==> src/rtl/mgee3_div_pkg.sv <==
// Shared constants, FSM encoding and pin payload layouts for the 3-bit divider.
package mgee3_div_pkg;

  localparam int unsigned WIDTH = 3;
  localparam int unsigned CNT_W = 2;

  // Quotient reported when the divisor is zero
  localparam logic [WIDTH-1:0] DBZ_QUOT = 3'b111;

  typedef enum logic [1:0] {
    IDLE = 2'd0,
    RUN  = 2'd1,
    DONE = 2'd2
  } state_t;

  typedef struct packed {
    logic             spare;
    logic             start;
    logic [WIDTH-1:0] divisor;
    logic [WIDTH-1:0] dividend;
  } pins_in_t;

  typedef struct packed {
    logic             div_by_zero;
    logic             done;
    logic [WIDTH-1:0] rem;
    logic [WIDTH-1:0] quot;
  } pins_out_t;

endpackage

==> src/rtl/mgee3_divider_div_step.sv <==
// One restoring-division step: compare/subtract the trial value against the divisor.
module div_step
  import mgee3_div_pkg::*;
(
  input  logic [WIDTH:0]   trial,
  input  logic [WIDTH-1:0] divisor,
  output logic [WIDTH-1:0] rem_next,
  output logic             quot_bit
);

  // Top bit of diff is the borrow-out of the (WIDTH+1)-bit subtraction
  logic [WIDTH+1:0] diff;
  logic             borrow;
  logic             unused_hi;

  assign diff     = {1'b0, trial} - {2'b00, divisor};
  assign borrow   = diff[WIDTH+1];
  assign quot_bit = ~borrow;

  // Either result is below the divisor, so the top bit is always zero
  assign rem_next  = borrow ? trial[WIDTH-1:0] : diff[WIDTH-1:0];
  assign unused_hi = trial[WIDTH] ^ diff[WIDTH];

endmodule

==> src/rtl/mgee3_divider.sv <==
// Sequential 3-bit unsigned restoring divider behind the tapeout io_in/io_out pins.
module mgee3_divider
  import mgee3_div_pkg::*;
(
  input  logic       clock,
  input  logic       reset,
  input  logic [7:0] io_in,
  output logic [7:0] io_out
);

  pins_in_t  pins;
  pins_out_t outs;
  logic      unused_spare;

  state_t           state_q, state_d;
  logic             start_q;
  logic             start_edge;
  logic [WIDTH-1:0] a_q, a_d;
  logic [WIDTH-1:0] b_q, b_d;
  logic [WIDTH-1:0] rem_q, rem_d;
  logic [WIDTH-1:0] quot_q, quot_d;
  logic [CNT_W-1:0] cnt_q, cnt_d;
  logic             done_q, done_d;
  logic             dbz_q, dbz_d;
  logic [WIDTH-1:0] step_rem;
  logic             step_bit;
  logic             b_zero;

  assign pins         = pins_in_t'(io_in);
  assign unused_spare = pins.spare;
  assign start_edge   = pins.start & ~start_q;
  assign b_zero       = (b_q == '0);

  // Dividend bits are consumed MSB-first from the shifting operand register
  div_step u_step (
    .trial    ({rem_q, a_q[WIDTH-1]}),
    .divisor  (b_q),
    .rem_next (step_rem),
    .quot_bit (step_bit)
  );

  // State register and start edge detector
  always_ff @(posedge clock or posedge reset) begin
    if (reset) begin
      state_q <= IDLE;
      start_q <= 1'b1;
    end else begin
      state_q <= state_d;
      start_q <= pins.start;
    end
  end

  // Next-state logic
  always_comb begin
    state_d = state_q;
    case (state_q)
      IDLE, DONE: if (start_edge) state_d = RUN;
      RUN:        if (b_zero || (cnt_q == '0)) state_d = DONE;
      default:    state_d = IDLE;
    endcase
  end

  // Datapath and status next values
  always_comb begin
    a_d    = a_q;
    b_d    = b_q;
    rem_d  = rem_q;
    quot_d = quot_q;
    cnt_d  = cnt_q;
    done_d = done_q;
    dbz_d  = dbz_q;
    case (state_q)
      IDLE, DONE: begin
        if (start_edge) begin
          a_d    = pins.dividend;
          b_d    = pins.divisor;
          rem_d  = '0;
          quot_d = '0;
          cnt_d  = CNT_W'(WIDTH - 1);
          done_d = 1'b0;
          dbz_d  = 1'b0;
        end
      end
      RUN: begin
        if (b_zero) begin
          quot_d = DBZ_QUOT;
          rem_d  = a_q;
          cnt_d  = '0;
          done_d = 1'b1;
          dbz_d  = 1'b1;
        end else begin
          rem_d  = step_rem;
          quot_d = {quot_q[WIDTH-2:0], step_bit};
          a_d    = {a_q[WIDTH-2:0], 1'b0};
          if (cnt_q == '0) begin
            done_d = 1'b1;
          end else begin
            cnt_d = cnt_q - CNT_W'(1);
          end
        end
      end
      default: ;
    endcase
  end

  // Datapath and status registers
  always_ff @(posedge clock or posedge reset) begin
    if (reset) begin
      a_q    <= '0;
      b_q    <= '0;
      rem_q  <= '0;
      quot_q <= '0;
      cnt_q  <= '0;
      done_q <= 1'b0;
      dbz_q  <= 1'b0;
    end else begin
      a_q    <= a_d;
      b_q    <= b_d;
      rem_q  <= rem_d;
      quot_q <= quot_d;
      cnt_q  <= cnt_d;
      done_q <= done_d;
      dbz_q  <= dbz_d;
    end
  end

  assign outs = '{div_by_zero: dbz_q, done: done_q, rem: rem_q, quot: quot_q};
  assign io_out = outs;

endmodule

==> config.mk <==
export PLATFORM = sky130hd
export DESIGN_NAME = mgee3_divider
export DESIGN_NICKNAME = d
export VERILOG_FILES = /design/src/rtl/mgee3_div_pkg.sv /design/src/rtl/mgee3_divider_div_step.sv /design/src/rtl/mgee3_divider.sv
export SDC_FILE = /design/constraint.sdc
export NUM_CORES = 1
export LEC_CHECK = 0
export CORE_ASPECT_RATIO = 1.1
export CORE_MARGIN = 5
export CORE_UTILIZATION = 45
export DETAILED_ROUTE_END_ITERATION = 7
export PLACE_DENSITY = 0.71
export SETUP_SLACK_MARGIN = 0.05
export SKIP_CTS_REPAIR_TIMING = 1
export SLEW_MARGIN = 20
export SYNTH_ARGS = -nofsm -noshare
export SYNTH_HDL_FRONTEND = slang
export SYNTH_SLANG_ARGS = --single-unit
==> constraint.sdc <==
create_clock -name clock -period 2.2 [get_ports clock]
set_clock_uncertainty 0.15 [all_clocks]
set_input_delay 0.44 -clock clock [delete_from_list [all_inputs] [get_ports clock]]
set_output_delay 0.44 -clock clock [all_outputs]
set_load 0.005 [all_outputs]
# Yosys cells after proc, flatten, opt, wreduce, memory -nomap -nowiden

Cells that the tools add are included.

Register bits after elaboration: 19
Input bits: 10
Output and inout port bits: 8
Logic and storage cells: 57

Add/sub/neg operators: 2
Equal/unequal tests: 8
Muxes and demuxes: 22
Bitwise logic cells: 3
Reduce and logical (&&, ||, !) cells: 13

Operators with widths:

| cell                                                               | number |
|---|---|
| 3-bit two-way mux                                                  | 6 |
| 3-bit case mux with 2 select lines                                 | 3 |
| 3-bit AND reduction                                                | 4 |
| 2-bit two-way mux                                                  | 5 |
| 2-bit inequality test, second input constant                       | 4 |
| 2-bit case mux with 2 select lines                                 | 2 |
| 3-bit inequality test, second input constant                       | 2 |
| 2-bit AND reduction                                                | 3 |
| 4-bit by 3-bit subtractor with 5-bit output                        | 1 |
| 2-bit zero test                                                    | 2 |
| 1-bit two-way mux                                                  | 4 |
| 1-bit case mux with 2 select lines                                 | 2 |
| 3-bit zero test                                                    | 1 |
| 2-bit by 1-bit == test with 1-bit output, second input constant    | 1 |
| 2-bit == test, second input constant                               | 1 |
| 1-bit inverter                                                     | 2 |
| 2-bit nonzero test                                                 | 1 |
| 2-bit OR reduction                                                 | 1 |
| 2-bit by 1-bit subtractor with 2-bit output, second input constant | 1 |
| 1-bit bitwise AND                                                  | 1 |
| 1-bit logical OR                                                   | 1 |

# Depth between registers and ports, before layout

Gate-level depths: netlist of run 1.

Word-level depth: 4
Depth in mapped cells: 8
Gate-level depth less buffers: 8

# Modules after synthesis

A second synthesis of run 1 with hierarchy kept.

Cell total of the unflattened synthesis: 95
Area total of the unflattened synthesis: 1003.5 um^2

By module, submodules not included:

| module        | times used | cells an instance | area an instance (um^2) | seq. area each (um^2) |
|---|---|---|---|---|
| mgee3_divider | 1          | 81                | 870.8                   | 476.7 |
| div_step      | 1          | 14                | 132.6                   | 0.0 |

# Least setup slack after synthesis of run 1

OpenSTA, ideal clock, no wires.

Path type: reg2reg
From: register a_q[2]
To: register rem_q[0]
Setup time: 0.083 ns
Arrival: 1.738 ns
Data required time: 1.967 ns
Setup slack: 0.229 ns
Stages on the path, launching flop included: 9
Buffers on the path: 0
Period minus slack after synthesis: 1.971 ns
Cell sequence: dfrtp_1 inv_1 ha_1 inv_1 fa_1 a211oi_2 mux2i_1 mux2i_1 o21ai_0

Cells in the longest elaborated chain, start to end: 4

Ends and longest elaborated chain:

| what                                        | line                         | text |
|---|---|---|
| start, declared                             | mgee3_divider.sv:18          | `logic [WIDTH-1:0] a_q, a_d;` |
| start signal, assigned                      | mgee3_divider.sv:109         | `a_q <= '0;` |
| start signal, assigned                      | mgee3_divider.sv:117         | `a_q <= a_d;` |
| 4-bit by 3-bit subtractor with 5-bit output | mgee3_divider_div_step.sv:16 | `assign diff = {1'b0, trial} - {2'b00, divisor};` |
| 3-bit two-way mux (*)                       | mgee3_divider_div_step.sv:21 | `assign rem_next = borrow ? trial[WIDTH-1:0] : diff[WIDTH-1:0];` |
| 3-bit two-way mux (*)                       | mgee3_divider.sv:85          | `if (b_zero) begin` |
| 3-bit case mux with 2 select lines (*)      | mgee3_divider.sv:72          | `case (state_q)` |
| end signal, assigned                        | mgee3_divider.sv:119         | `rem_q <= rem_d;` |
| end, declared                               | mgee3_divider.sv:20          | `logic [WIDTH-1:0] rem_q, rem_d;` |

Every way passes the cells marked *; elsewhere a longest branch is shown, timed or not.
A chain may end at the register's enable or synchronous reset.

# Worst setup path in the final report of run 1

From: register a_q[2]
To: register rem_q[1]

Cells in the longest elaborated chain, start to end: 4

Ends and longest elaborated chain:

| what                                        | line |
|---|---|
| 4-bit by 3-bit subtractor with 5-bit output | mgee3_divider_div_step.sv:16 |
| 3-bit two-way mux                           | mgee3_divider_div_step.sv:21 |
| 3-bit two-way mux                           | mgee3_divider.sv:85 |
| 3-bit case mux with 2 select lines          | mgee3_divider.sv:72 |

No other way between the ends.

==> results of run 1 <==
==> worst max-delay path: stages (launching register included) <==
cell	delay [ns]
dfrtp_1	0.39
inv_1	0.10
ha_1	0.15
inv_1	0.05
fa_2	0.38
a211oi_4	0.25
buf_4	0.16
mux2i_1	0.19
o211ai_1	0.10
==> metal layers <==
layer  up-vias  share of wire [%]  GRT usage (%)
li1        356                  -              -
met4         0                2.8          8.541
met2        14                 52          23.88
met1       356                 42          15.14
met3         5                3.3          1.519
met5         -                  0              0
==> metrics by stage <==
stage / total power [W] / util, % / std cells
final: 0.001662 / 58.64 / 139
after global routing: 0.001811 / 58.64 / 139
after CTS: 0.001610 / 57.77 / 138
after detailed placement: 0.001430 / 56.41 / 134
after global placement: 0.001391 / 56.41 / 134
after floorplan: 0.001183 / - / 93
==> kinds of logic after synthesis <==
logic type | Yosys count | synth area share [%]
AOI/OAI and AO/OA | 23 | 15.27
buffers and inverters | 17 | 8.485
and+or+nand+nor | 24 | 13.84
adders and majority gates | 4 | 6.006
muxes | 6 | 6.658
DFF | 19 | 49.74
==> layout make-up <==
cell class	count	area, um2	area share (%)
flip-flops and latches	19	476.7	40.23
multi-input cells	57	410.4	34.64
repair buffers	21	197.7	16.68
inverters	10	37.54	3.168
well taps	28	35.03	2.957
clock buffers	3	22.52	1.901
clock inverters	1	5.005	0.4224
==> worst max path at each step <==
stage / start / endpoint / cells past startpoint
6_report: a_q[2] / rem_q[1] / 8
4_1_cts: a_q[2] / rem_q[0] / 8
5_1_grt: a_q[2] / rem_q[1] / 8
3_5_place_dp: a_q[2] / rem_q[0] / 8
3_3_place_gp: a_q[2] / rem_q[0] / 8
2_1_floorplan: a_q[2] / rem_q[0] / 8
==> power breakdown <==
group | total, W | leakage (nW) | switching, W | internal, W
registers | 0.000619 | 0.231 | 0.000115 | 0.000504
logic | 0.000862 | 0.286 | 0.000412 | 0.000450
clock network | 0.000181 | 0.0177 | 0.000113 | 0.0000678
total | 0.00166 | 0.535 | 0.000640 | 0.00102
==> layout by cell type, fill, tap and decap left out <==
cell	instances
a211oi_4	1
a21oi_1	5
a21oi_2	1
a31oi_1	3
a32oi_1	1
and2_1	1
buf_4	5
clkbuf_4	3
clkdlybuf4s50_1	16
clkinv_2	1
dfrtp_1	18
dfstp_2	1
fa_2	1
ha_1	3
inv_1	10
mux2_2	3
mux2i_1	3
nand2_1	6
nand2_8	1
nand2b_1	1
nand3_1	5
nand3b_1	1
nor2_1	3
nor2b_1	1
nor3_1	3
o211ai_1	1
o21ai_0	6
o21ai_1	1
o22ai_1	2
o32ai_1	2
or3_1	2
==> state kept, by name, summed over array words and instances (netlist names) <==
signal	flops
a_q	3
b_q	3
quot_q	3
rem_q	3
cnt_q	2
state_q	2
dbz_q	1
done_q	1
start_q	1
==> impl_metrics.sql, run 1 <==
INSERT INTO impl_metrics (metric_group, metric, value, unit) VALUES
('yosys', 'postSynthCellCount', '93', ''),
('placed_design', 'placement.setup.worst_slack', '0.05525', 'ns'),
('clock_tree', 'cts_tree', 'done', ''),
('critical_path', 'worst_setup_path_end_kind', 'flip-flop', ''),
('finish', 'n_antenna_cell', '0', ''),
('placed_design', 'dpl-instance-area', '0.001140', 'mm2'),
('placed_design', 'dp.final_hpwl', '1.270', 'mm'),
('yosys', 'synthDistinctLibCells', '32', ''),
('grt', 'grt_max_degree', '21', ''),
('yosys', 'synth.cells.most_frequent', 'dfrtp_1, inv_1, nand2_1, o21ai_0', ''),
('route', 'vias', '731', ''),
('sta', 'final.setup.worst_slack', '0.1658', 'ns'),
('floorplan', 'placement_rows', '17', ''),
('grt', 'grtUsageTotal', '13.58', '%'),
('clock_tree', 'cts_inserted_buffers', '3', ''),
('route', 'drt_drc_violations_left', '0', ''),
('finish', 'layout.filler_cells', '190', ''),
('route', 'route.detailed.wl_per_inst', '13.22', 'um'),
('yosys', 'synth_area', '958.4', 'um2'),
('sta', 'layout_min_cycle_time', '2.034', 'ns'),
('yosys', 'postSynthRegisterBits', '19', ''),
('flow_run', 'drv_cap', '0', ''),
('floorplan', 'io_pins', '18', ''),
('placed_design', 'gp_routability_congestion', '0.8118', ''),
('floorplan', 'core_area', '0.002021', 'mm2'),
('clock_tree', 'clock_latency', '0.30', 'ns'),
('yosys', 'most_common_flop_cell_mapped_by_yosys', 'dfrtp_1', ''),
('critical_path', 'worst_r2r_endpoint', 'rem_q[1]', ''),
('sta', 'final_worst_path_cycle_share', '92.46', '%'),
('sta', 'maxSlewViolCount', '0', ''),
('power_and_ir_drop', 'p_per_area', '1403', 'mW/mm2'),
('yosys', 'post_synthesis_average_cell_area', '10.31', 'um2'),
('critical_path', 'critical_path_peak_fanout', '3', ''),
('route', 'viasPerCell', '5.259', ''),
('sta', 'clock.fmax', '491.6', 'MHz'),
('yosys', 'synth_async_sr_flop_share', '100.0', '%'),
('finish', 'num-nets-final', '126', ''),
('floorplan', 'chipHeight', '58.40', 'um'),
('clock_tree', 'clock_tree.htree_level_count', '1', ''),
('yosys', 'yosysSeqAreaShare', '49.74', '%'),
('critical_path', 'setup.worst_path.class', 'flip-flop to flip-flop', ''),
('critical_path', 'reg2reg_slack', '0.17', 'ns'),
('critical_path', 'crit-reg2reg-launch', 'a_q[2]', ''),
('floorplan', 'floorplan.initialDensity', '47.43', '%'),
('sta', 'setup-violations-final', '0', ''),
('critical_path', 'ff2ff_path_depth', '8', ''),
('route', 'drt_first_pass_iters', '4', ''),
('grt', 'first_global_vias', '748', ''),
('sta', 'worstMarginPinSlew', '0.3485', 'ns'),
('critical_path', 'required', '2.24', 'ns'),
('sta', 'timing.max_slew.rel_slack', '76.77', '%'),
('run_status', 'status', 'completed', ''),
('yosys', 'post-synth-top-area-cell', 'dfrtp_1', ''),
('clock_tree', 'clk_root_buffer_cell', 'clkbuf_4', ''),
('yosys', 'synthDominantCellAreaShare', '47.00', '%'),
('grt', 'overflow', '0', ''),
('sta', 'total_negative_setup_slack', '0', 'ns'),
('yosys', 'synth.area.top_cells', 'dfrtp_1, ha_1, inv_1', ''),
('critical_path', 'worst_setup_path_start_kind', 'flip-flop', ''),
('yosys', 'synth-warning-count', '0', ''),
('grt', 'antenna_violations_before_repair', '0', ''),
('floorplan', 'die_width', '54', 'um'),
('finish', 'area_growth_syn_to_layout', '23.63', '%'),
('sta', 'whs', '0.2938', 'ns'),
('clock_tree', 'max-clock-path-buffers', '2', ''),
('power_and_ir_drop', 'leakage', '0.5348', 'nW'),
('yosys', 'synthesis.nets', '107', ''),
('sta', 'grt_setup_unrepaired', 'false', ''),
('grt', 'grt_first_pass_wirelength', '3.125', 'mm'),
('critical_path', 'cp.arrival', '2.07', 'ns'),
('finish', 'finalInstanceArea', '0.001185', 'mm2'),
('sta', 'hold_violations', '0', ''),
('clock_tree', 'numClockSinks', '19', ''),
('clock_tree', 'clkTransAtPathRegs', '0.11', 'ns'),
('hold_path', 'min-delay-path-class', 'input port to async pin', ''),
('route', 'drt-initial-drc-count', '4', ''),
('placed_design', 'portBuffers', '16', ''),
('route', 'final_antenna_net_count', '0', ''),
('finish', 'post_route_cells_drive_above_1_share', '15.32', '%'),
('yosys', 'synth_enable_flop_cells', '0', ''),
('route', 'detail_route.wirelength', '1.837', 'mm'),
('floorplan', 'dieArea', '0.003154', 'mm2'),
('yosys', 'yosys.cell_count.top_type', 'dfrtp_1', ''),
('power_and_ir_drop', 'max-vdd-ir-drop', '0.7211', 'mV');
Power figures use the tool's default switching activity.
==> run 2: changes to the inputs <==
--- a/config.mk
+++ b/config.mk
@@ -7,9 +7,9 @@
 export LEC_CHECK = 0
 export CORE_ASPECT_RATIO = 1.1
 export CORE_MARGIN = 5
-export CORE_UTILIZATION = 45
+export CORE_UTILIZATION = 50
 export DETAILED_ROUTE_END_ITERATION = 7
-export PLACE_DENSITY = 0.71
+export PLACE_DENSITY = 0.77
 export SETUP_SLACK_MARGIN = 0.05
 export SKIP_CTS_REPAIR_TIMING = 1
 export SLEW_MARGIN = 20
==> run 2 against run 1 <==
  * Design area rose by 1.5%
  * Sequential share of layout area fell by 0.59 points
  * Non-clock buffer count rose by 2
  * Sequential power rose by 0.8%
  * Flip-flop and latch count did not move
  * Register-to-register slack improved by 0.02 ns
  * Utilization rose by 8.1 points
  * Fmax rose by 1.2%
  * Critical path type unchanged
  * Highest routed layer unchanged
==> impl_metrics.sql, run 2 (synthesized netlist as in run 1, its figures left out) <==
INSERT INTO impl_metrics (metric_group, metric, value, unit) VALUES
('run_status', 'status', 'completed', ''),
('grt', 'grt_max_degree', '21', ''),
('critical_path', 'cp_top_family', 'adder cells', ''),
('grt', 'grtUsageTotal', '13.80', '%'),
('grt', 'overflow', '0', ''),
('placed_design', 'dp.final_hpwl', '1.306', 'mm'),
('finish', 'fin_util', '66.74', '%'),
('sta', 'clock.fmax', '497.5', 'MHz'),
('sta', 'worstMarginPinSlew', '0.3686', 'ns'),
('critical_path', 'critical_path_peak_fanout', '3', ''),
('clock_tree', 'clkTransAtPathRegs', '0.13', 'ns'),
('finish', 'stdcell_count', '131', ''),
('floorplan', 'dieArea', '0.002894', 'mm2'),
('finish', 'sequential_cell_area', '476.7', 'um2'),
('finish', 'n_antenna_cell', '0', ''),
('sta', 'final_worst_path_cycle_share', '91.37', '%'),
('finish', 'multi_input_comb_area', '422.9', 'um2'),
('sta', 'setup-violations-final', '0', ''),
('floorplan', 'die_width', '51.75', 'um'),
('route', 'drt_drc_violations_left', '0', ''),
('floorplan', 'chipHeight', '55.92', 'um'),
('finish', 'area_growth_syn_to_layout', '25.46', '%'),
('route', 'detail_route.wirelength', '1.818', 'mm'),
('finish', 'layout_common_cells', 'dfrtp_1, clkdlybuf4s50_1, inv_1', ''),
('sta', 'layout_min_cycle_time', '2.010', 'ns'),
('finish', 'mostFrequentLayoutCell', 'dfrtp_1', ''),
('route', 'route.detailed.wl_per_inst', '13.88', 'um'),
('finish', 'layout.filler_cells', '148', ''),
('flow_run', 'drv_cap', '0', ''),
('placed_design', 'portBuffers', '16', ''),
('placed_design', 'gp_routability_congestion', '0.7736', ''),
('finish', 'post_route_cells_drive_above_1_share', '19.47', '%'),
('clock_tree', 'clock_tree.htree_level_count', '1', ''),
('grt', 'first_global_vias', '676', ''),
('route', 'vias', '726', ''),
('critical_path', 'setup.worst_path.class', 'flip-flop to flip-flop', ''),
('grt', 'grt_first_pass_wirelength', '3.022', 'mm'),
('route', 'viasPerCell', '5.542', ''),
('floorplan', 'placement_rows', '16', ''),
('sta', 'grt_setup_unrepaired', 'false', ''),
('grt', 'antenna_violations_before_repair', '0', ''),
('route', 'final_antenna_net_count', '0', ''),
('critical_path', 'worst_path_max_delay_cell', 'dfrtp_1', ''),
('placed_design', 'dp.cells', '124', ''),
('power_and_ir_drop', 'max-vdd-ir-drop', '0.6403', 'mV'),
('sta', 'hold_violations', '0', ''),
('hold_path', 'min-delay-path-class', 'input port to async pin', ''),
('placed_design', 'placement.setup.worst_slack', '0.008124', 'ns'),
('critical_path', 'cells_along_the_critical_path', 'inv_2, ha_4, inv_2, fa_2, a211oi_4, mux2i_1, mux2i_1, o21ai_1', ''),
('sta', 'timing.max_slew.rel_slack', '75.43', '%'),
('clock_tree', 'clk_root_buffer_cell', 'clkbuf_4', ''),
('clock_tree', 'numClockSinks', '19', ''),
('critical_path', 'path_buf_inv', '2', ''),
('sta', 'maxSlewViolCount', '0', ''),
('power_and_ir_drop', 'p_per_area', '1445', 'mW/mm2'),
('clock_tree', 'clock_latency', '0.31', 'ns'),
('power_and_ir_drop', 'leakage', '0.5389', 'nW'),
('route', 'drt-initial-drc-count', '10', ''),
('clock_tree', 'cts_tree', 'done', ''),
('critical_path', 'worst_setup_path_start_kind', 'flip-flop', ''),
('critical_path', 'worst_setup_path_end_kind', 'flip-flop', ''),
('clock_tree', 'cts_inserted_buffers', '3', ''),
('floorplan', 'floorplan.initialDensity', '53.19', '%'),
('critical_path', 'cp.arrival', '2.11', 'ns'),
('clock_tree', 'max-clock-path-buffers', '2', ''),
('finish', 'num-nets-final', '128', ''),
('sta', 'whs', '0.2670', 'ns'),
('critical_path', 'required', '2.30', 'ns'),
('route', 'drt_first_pass_iters', '4', ''),
('sta', 'final.setup.worst_slack', '0.1898', 'ns'),
('critical_path', 'critical_path.max_stage_delay', '0.40', 'ns'),
('sta', 'total_negative_setup_slack', '0', 'ns'),
('floorplan', 'core_area', '0.001802', 'mm2'),
('floorplan', 'io_pins', '18', '');
==> run 2: report_power, final <==
group	internal (W)	switching, W
clock	0.0000694	0.000121
sequential	0.000504	0.000120
combinational	0.000493	0.000431
==> run 2: worst paths after layout <==
path | endpoint | slack [ns] | from | cells after the start
setup / recovery | rem_q[0] | 0.19 | a_q[2] | 8
hold / removal | cnt_q[0] | 0.27 | reset | 3
setup reg to reg | rem_q[0] | 0.19 | a_q[2] | 8
hold reg to reg | done_q | 0.35 | done_q | 2
max in group asynchronous | start_q | 1.37 | reset | 3
min in group clock | done_q | 0.35 | done_q | 2
==> run 2: area by class of cell <==
class	instances	share of cell area, %
Sequential cell	19	39.65
Multi-Input combinational cell	57	35.17
Timing Repair Buffer	23	17.69
Inverter	10	3.122
Clock buffer	3	1.873
Tap cell	18	1.873
Clock inverter	1	0.6244
==> run 2: metal layers <==
metal | track usage [%] | share of wire (%) | up-vias
met1 | 18.03 | 44 | 342
li1 | - | - | 360
met3 | 3.217 | 4.8 | 5
met4 | 5.618 | 1.7 | 0
met2 | 21.64 | 49 | 19
met5 | 0 | 0 | -
==> run 2: worst reg2reg max path, stage by stage (launching register included) <==
cell and delay, ns:
dfrtp_1 0.40, inv_2 0.10, ha_4 0.13, inv_2 0.03
fa_2 0.39, a211oi_4 0.25, mux2i_1 0.25, mux2i_1 0.10
o21ai_1 0.15
==> run 2: through the flow <==
stage / power (W) / cell area [um2]
after floorplan: 0.001183 / 958.4
after global placement: 0.001389 / 1127
after detailed placement: 0.001436 / 1127
after CTS: 0.001621 / 1157
after global routing: 0.001879 / 1202
final: 0.001738 / 1202
